## src/rtl/fir_sample_feeder_if.sv

```systemverilog
// fir_sample_feeder_if: AXI-stream sample link from the feeder to the FIR.
//   tdata  : sample, DATA_W bits
//   tvalid : sample valid
//   tready : FIR ready
interface fir_sample_feeder_if #(parameter int DATA_W = 6);
  logic [DATA_W-1:0] tdata;
  logic tvalid;
  logic tready;
  modport master(output tdata, tvalid, input tready);
  modport slave(input tdata, tvalid, output tready);
endinterface

```

## src/rtl/fir_sample_feeder.sv

```systemverilog
// fir_sample_feeder: synchronises switch samples, edge-detects the strobe into pushes, buffers them in a FIFO for the FIR.
//   clk, reset            : single clock, synchronous active-high reset
//   in_data, in_strobe    : raw asynchronous switch inputs
//   flush                 : empties the FIFO and clears overflow
//   m_axis                : AXI-stream master (tdata/tvalid out, tready in)
//   fifo_count/full       : occupancy 0..DEPTH and full flag
//   overflow              : sticky, a push was dropped
//   FIR_FEEDER_DEBOUNCE_EN: when defined, the strobe is debounced over DEBOUNCE_CYCLES cycles
module fir_sample_feeder #(
  parameter int DATA_W = 6,
  parameter int DEPTH = 8,
  parameter int DEBOUNCE_CYCLES = 16
)(
  input  logic clk,
  input  logic reset,
  input  logic [DATA_W-1:0] in_data,
  input  logic in_strobe,
  input  logic flush,
  fir_sample_feeder_if.master m_axis,
  output logic [$clog2(DEPTH):0] fifo_count,
  output logic fifo_full,
  output logic overflow
);
  localparam int AW = $clog2(DEPTH);
  localparam int CW = AW + 1;
  if (DEPTH < 2 || (DEPTH & (DEPTH - 1)) != 0 || DEBOUNCE_CYCLES < 1) begin : g_bad_param
    $error("fir_sample_feeder: DEPTH must be a power of 2 >= 2 and DEBOUNCE_CYCLES >= 1");
  end
  logic [DATA_W-1:0] data_sync1, data_sync2;
  logic strobe_sync1, strobe_s, strobe_lvl, strobe_d;
  logic push, pop, wr_en;
  logic [AW-1:0] wr_ptr, rd_ptr;
  logic [DATA_W-1:0] mem [DEPTH];
  always_ff @(posedge clk) begin
    if (reset) begin
      data_sync1 <= '0;
      data_sync2 <= '0;
      strobe_sync1 <= 1'b0;
      strobe_s <= 1'b0;
      strobe_d <= 1'b0;
    end else begin
      data_sync1 <= in_data;
      data_sync2 <= data_sync1;
      strobe_sync1 <= in_strobe;
      strobe_s <= strobe_sync1;
      strobe_d <= strobe_lvl;
    end
  end
`ifdef FIR_FEEDER_DEBOUNCE_EN
  localparam int DBW = $clog2(DEBOUNCE_CYCLES) + 1;
  logic [DBW-1:0] db_cnt;
  logic db_lvl;
  // The level follows strobe_s only once it has disagreed for DEBOUNCE_CYCLES cycles in a row.
  always_ff @(posedge clk) begin
    if (reset) begin
      db_cnt <= '0;
      db_lvl <= 1'b0;
    end else if (strobe_s == db_lvl) begin
      db_cnt <= '0;
    end else if (db_cnt == DBW'(DEBOUNCE_CYCLES - 1)) begin
      db_cnt <= '0;
      db_lvl <= strobe_s;
    end else begin
      db_cnt <= db_cnt + DBW'(1);
    end
  end
  assign strobe_lvl = db_lvl;
`else
  assign strobe_lvl = strobe_s;
`endif
  // A push into a full FIFO is still accepted when a pop frees a slot in the same cycle.
  always_comb begin
    push = strobe_lvl & ~strobe_d;
    pop = (fifo_count != '0) & m_axis.tready;
    wr_en = push & (~fifo_full | pop) & ~flush;
  end
  always_ff @(posedge clk) begin
    if (wr_en) mem[wr_ptr] <= data_sync2;
  end
  always_ff @(posedge clk) begin
    if (reset || flush) begin
      wr_ptr <= '0;
      rd_ptr <= '0;
      fifo_count <= '0;
      overflow <= 1'b0;
    end else begin
      if (wr_en) wr_ptr <= wr_ptr + AW'(1);
      if (pop) rd_ptr <= rd_ptr + AW'(1);
      fifo_count <= fifo_count + CW'(wr_en) - CW'(pop);
      overflow <= overflow | (push & fifo_full & ~pop);
    end
  end
  assign m_axis.tvalid = fifo_count != '0;
  assign m_axis.tdata = mem[rd_ptr];
  assign fifo_full = fifo_count == CW'(DEPTH);
endmodule
```

## src/flat_wrapper.sv

```systemverilog
// flat-port wrapper written by rule: the top's interface ports become plain ports
module fir_sample_feeder_flat 
#(
  parameter int DATA_W = 6,
  parameter int DEPTH = 8,
  parameter int DEBOUNCE_CYCLES = 16
)
  (clk, reset, in_data, in_strobe, flush, fifo_count, fifo_full, overflow, m_axis_tdata, m_axis_tvalid, m_axis_tready);
  fir_sample_feeder_if #(.DATA_W(DATA_W)) m_axis_i ();
  input  logic clk;
  input  logic reset;
  input  logic [DATA_W-1:0] in_data;
  input  logic in_strobe;
  input  logic flush;
  output logic [$clog2(DEPTH):0] fifo_count;
  output logic fifo_full;
  output logic overflow;
  output wire logic [$bits(m_axis_i.tdata)-1:0] m_axis_tdata;
  output wire logic [$bits(m_axis_i.tvalid)-1:0] m_axis_tvalid;
  input wire logic [$bits(m_axis_i.tready)-1:0] m_axis_tready;
  assign m_axis_tdata = m_axis_i.tdata;
  assign m_axis_tvalid = m_axis_i.tvalid;
  assign m_axis_i.tready = m_axis_tready;
  fir_sample_feeder #(.DATA_W(DATA_W), .DEPTH(DEPTH), .DEBOUNCE_CYCLES(DEBOUNCE_CYCLES)) u_core (.clk(clk), .reset(reset), .in_data(in_data), .in_strobe(in_strobe), .flush(flush), .m_axis(m_axis_i), .fifo_count(fifo_count), .fifo_full(fifo_full), .overflow(overflow));
endmodule
```

## config.mk

```make
export PLATFORM = sky130hd
export DESIGN_NAME = fir_sample_feeder_flat
export DESIGN_NICKNAME = d
export VERILOG_FILES = /design/src/rtl/fir_sample_feeder_if.sv /design/src/rtl/fir_sample_feeder.sv /design/src/flat_wrapper.sv
export SDC_FILE = /design/constraint.sdc
export NUM_CORES = 1
export LEC_CHECK = 0
export BUFFER_PORTS_ARGS = -buffer_cell sky130_fd_sc_hd__buf_2
export CORE_AREA = 2 2 76 78
export CTS_CLUSTER_DIAMETER = 80
export DETAILED_ROUTE_END_ITERATION = 12
export DIE_AREA = 0 0 78 80
export PLACE_DENSITY_LB_ADDON = 0.12
export SLEW_MARGIN = 20
export SYNTH_ARGS = -nofsm -noshare
export SYNTH_HDL_FRONTEND = slang
export SYNTH_SLANG_ARGS = --single-unit
```

## constraint.sdc

```tcl
create_clock -name clk -period 3.3 [get_ports clk]
set_clock_uncertainty 0.15 [all_clocks]
set_input_delay 0.33 -clock clk [delete_from_list [all_inputs] [get_ports clk]]
set_output_delay 0.33 -clock clk [all_outputs]
set_load 0.1 [all_outputs]
```

==> reports/summary.txt <==
result of the run = completed
initial cell density of the core = 0.567
MaxCap Viol Count = 0
slew margin rel. = 0.550
Critical Path Source Type = register
post-route clock period utilization = 0.837
Total Die Area = 0.00624 mm²
antenna violations before repair = 0
launch instance of the worst min-delay path = in_data[1]
Cell Area, Synth = 0.00306 mm²
leftover overflow at the end of global routing = 0
combined buffer and inverter count along the critical path = 1
DR WL met3 = 209 µm
share of total power consumed by net switching = 0.354
crit path capture type = output pin
TritonCTS sink count = 77
kind of cell adding the most delay to the critical path = multiplexers
Worst Tran Pin Value = 0.674 ns
met1 wire length = 2.01 mm
type of the worst setup path = register to output pin
setup repair after global routing missed its margin = no
PostCTS Resize Cnt = 0
warnings from Yosys = 0
floorplan die width = 78 µm
layout filler cell count = 409
synth-to-layout area growth = 12.4%
most area-consuming cells after synthesis = sky130_fd_sc_hd__edfxtp_1 (47%), sky130_fd_sc_hd__dfxtp_1 (19%), sky130_fd_sc_hd__mux4_1 (10%)
post-DR vias/cell = 5.50
core area = 0.00541 mm²
Wirelength per Cell = 16.3 µm
Max Freq = 362 MHz
HPWL reported at the end of detailed placement = 3.30 mm
logic gate share of total power = 0.267
Cells after Synth = 188
iteration count of the initial detailed-routing pass = 4
post-CTS setup repair buffer count = 0
delay of the slowest cell on the worst path = 0.73 ns
global-route wire length before repair = 7.89 mm
distinct cell type count of the synthesized netlist = 37
switching power summed over all nets = 872 µW
final RePlAce weighted congestion = 0.790
Post-Layout Inst Area = 0.00344 mm²
layout cells sized above 1 = 0.241
largest fanout on the critical path = 12
Cell Rows = 27
First DRT Iteration DRCs = 87
cell-internal power = 1590 µW
minimum clock period after layout = 2.76 ns
arrival time of the worst setup path = 2.28 ns
Core Util, Final = 0.637
final-report hold violation count = 0
routed wl met2 = 2.43 mm
sequential cell area fraction in the yosys report = 0.660
number of nets still failing antenna checks after routing = 0
leakage power figure = 0.00125 µW
Worst-path clk slew = 0.08 ns
via count of the first global-routing pass = 1,615
Inserted Clock Buffers = 9
Worst IR Drop VDD = 0.680 mV
syn_nets = 208
Yosys reg bits = 77
number of failing setup endpoints in the final timing report = 0
highest metal used = met4
Post-CTS Hold Buffers = 0
Die Height = 80 µm
average cell area after synthesis = 16.3 µm²
pin count of the biggest net entering global routing = 21
share of the synthesized area in the top cell type = 0.471
critical path data required time = 2.82 ns
H-tree depth = 3
Cell Chain, Critical Path = mux4_1 > mux2_2 > buf_2
DRC = 0
TNS Setup = 0 ns
number of diodes = 0
power density relative to cell area = 715 mW/mm²
final layout net count = 235
routed wire length = 4.75 mm
area after detailed placement = 0.00324 mm²
global-route usage over all layers = 0.175
proportion of power drawn by the clock network = 0.290
CTS tree = built
source-to-sink clock delay at the later pin of the worst-skew pair = 0.34 ns
worst-case clock buffer depth = 2
Root Buffer Master = sky130_fd_sc_hd__clkbuf_8
largest area contributor in the synthesized netlist = sky130_fd_sc_hd__edfxtp_1
vias post-DR = 1,606
fraction of power consumed by sequential logic = 0.443
I/O pin count = 24
worst min-delay path class = input port to register
Max stage delay cell, worst path = sky130_fd_sc_hd__dfxtp_1
final number of max-transition violations = 0
number of port buffers = 23
worst reg2reg path startpoint = u_core.fifo_count[2]
## layout by cell type, fill, tap and decap left out, types with 3 or more instances in the layout
cell type and count:
sky130_fd_sc_hd__mux2i_1 4, sky130_fd_sc_hd__inv_6 3, sky130_fd_sc_hd__and4b_1 3, sky130_fd_sc_hd__dfxtp_1 27, sky130_fd_sc_hd__a21oi_1 7, sky130_fd_sc_hd__inv_1 12
sky130_fd_sc_hd__nor2_1 7, sky130_fd_sc_hd__nor2b_1 14, sky130_fd_sc_hd__ha_1 8, sky130_fd_sc_hd__mux4_1 12, sky130_fd_sc_hd__mux2_2 6, sky130_fd_sc_hd__edfxtp_1 48
sky130_fd_sc_hd__or3_1 4, sky130_fd_sc_hd__buf_2 23, sky130_fd_sc_hd__nand2_1 5, sky130_fd_sc_hd__clkbuf_8 9
## Yosys cell counts, drive strengths merged
library cell / count
nor2b: 14
and2: 1
clkbuf: 4
or2: 1
nand3: 1
ha: 8
xor2: 1
dfxtp: 29
nor2: 7
mux2i: 4
o21ai: 2
fa: 1
or4: 1
and4bb: 2
mux2: 6
and3: 1
a41oi: 1
buf: 3
inv: 12
or3: 4
nor3b: 2
a21oi: 7
o31ai: 1
nand2b: 2
edfxtp: 48
mux4: 12
and3b: 1
nand2: 5
a21o: 1
and4b: 3
and4: 1
a2111oi: 2
## sequential cells by signal (all words and copies together) (netlist names), named ones only
signal,flops
u_core.strobe_sync1,1
u_core.mem,48
u_core.overflow,1
u_core.fifo_count,4
u_core.data_sync1,6
u_core.rd_ptr,3
u_core.strobe_d,1
u_core.strobe_lvl,1
u_core.data_sync2,6
u_core.wr_ptr,3
## kinds of logic (layout without fill, tap and decap cells)
logic type | count (synthesis) | in the layout | synth area share
flops | 77 | 77 | 0.660
fa+ha+maj | 9 | 9 | 0.0392
xor+xnor | 1 | 1 | 0.00286
mux | 22 | 22 | 0.138
buf+inv | 19 | 51 | 0.0270
simple gates | 46 | 46 | 0.0985
compound gates | 14 | 14 | 0.0343
## power groups by stage
| stage | registers [µW] | clock network (µW) | logic, µW |
|---|---|---|---|
| after floorplan | 1210 | 0 | 463 |
| after global placement | 1110 | 0 | 641 |
| after detailed placement | 1110 | 0 | 662 |
| after CTS | 1090 | 734 | 663 |
| after global routing | 1100 | 778 | 699 |
| final | 1090 | 715 | 656 |
## final timing paths
path	endpoint	slack, ns	depth (start not counted)
min	u_core.data_sync1[1]	0.04	2
min reg2reg	u_core.strobe_lvl	0.30	1
max	m_axis_tdata[4]	0.54	3
max reg2reg	u_core.fifo_count[2]	0.66	11
## per-layer routing
metal | up-vias | GRT usage
met5 | - | 0
li1 | 766 | -
met1 | 799 | 0.209
met2 | 32 | 0.291
met3 | 9 | 0.0600
met4 | 0 | 0.0754
## through the flow
step | worst slack [ns] | hold slack, ns | total power, µW | std cells
final | 0.538 | 0.0442 | 2460 | 292
after global routing | 0.440 | 0.0379 | 2580 | 292
after CTS | 0.485 | 0.0270 | 2490 | 292
after detailed placement | 0.639 | 0.284 | 1770 | 276
after global placement | 0.829 | 0.269 | 1750 | 276
after floorplan | 0.123 | 0.264 | 1670 | 188
## cell type report
class                      count  area, µm²  area share
clock buffer                   9        124      0.0360
clock inverter                 7       80.1      0.0233
inverter                      12       45.0      0.0131
multi-input combinational     92        965       0.280
sequential                    77       2020       0.588
tap                           72       90.1      0.0262
timing repair buffer          23        115      0.0334
Power figures use the tool's default switching activity.
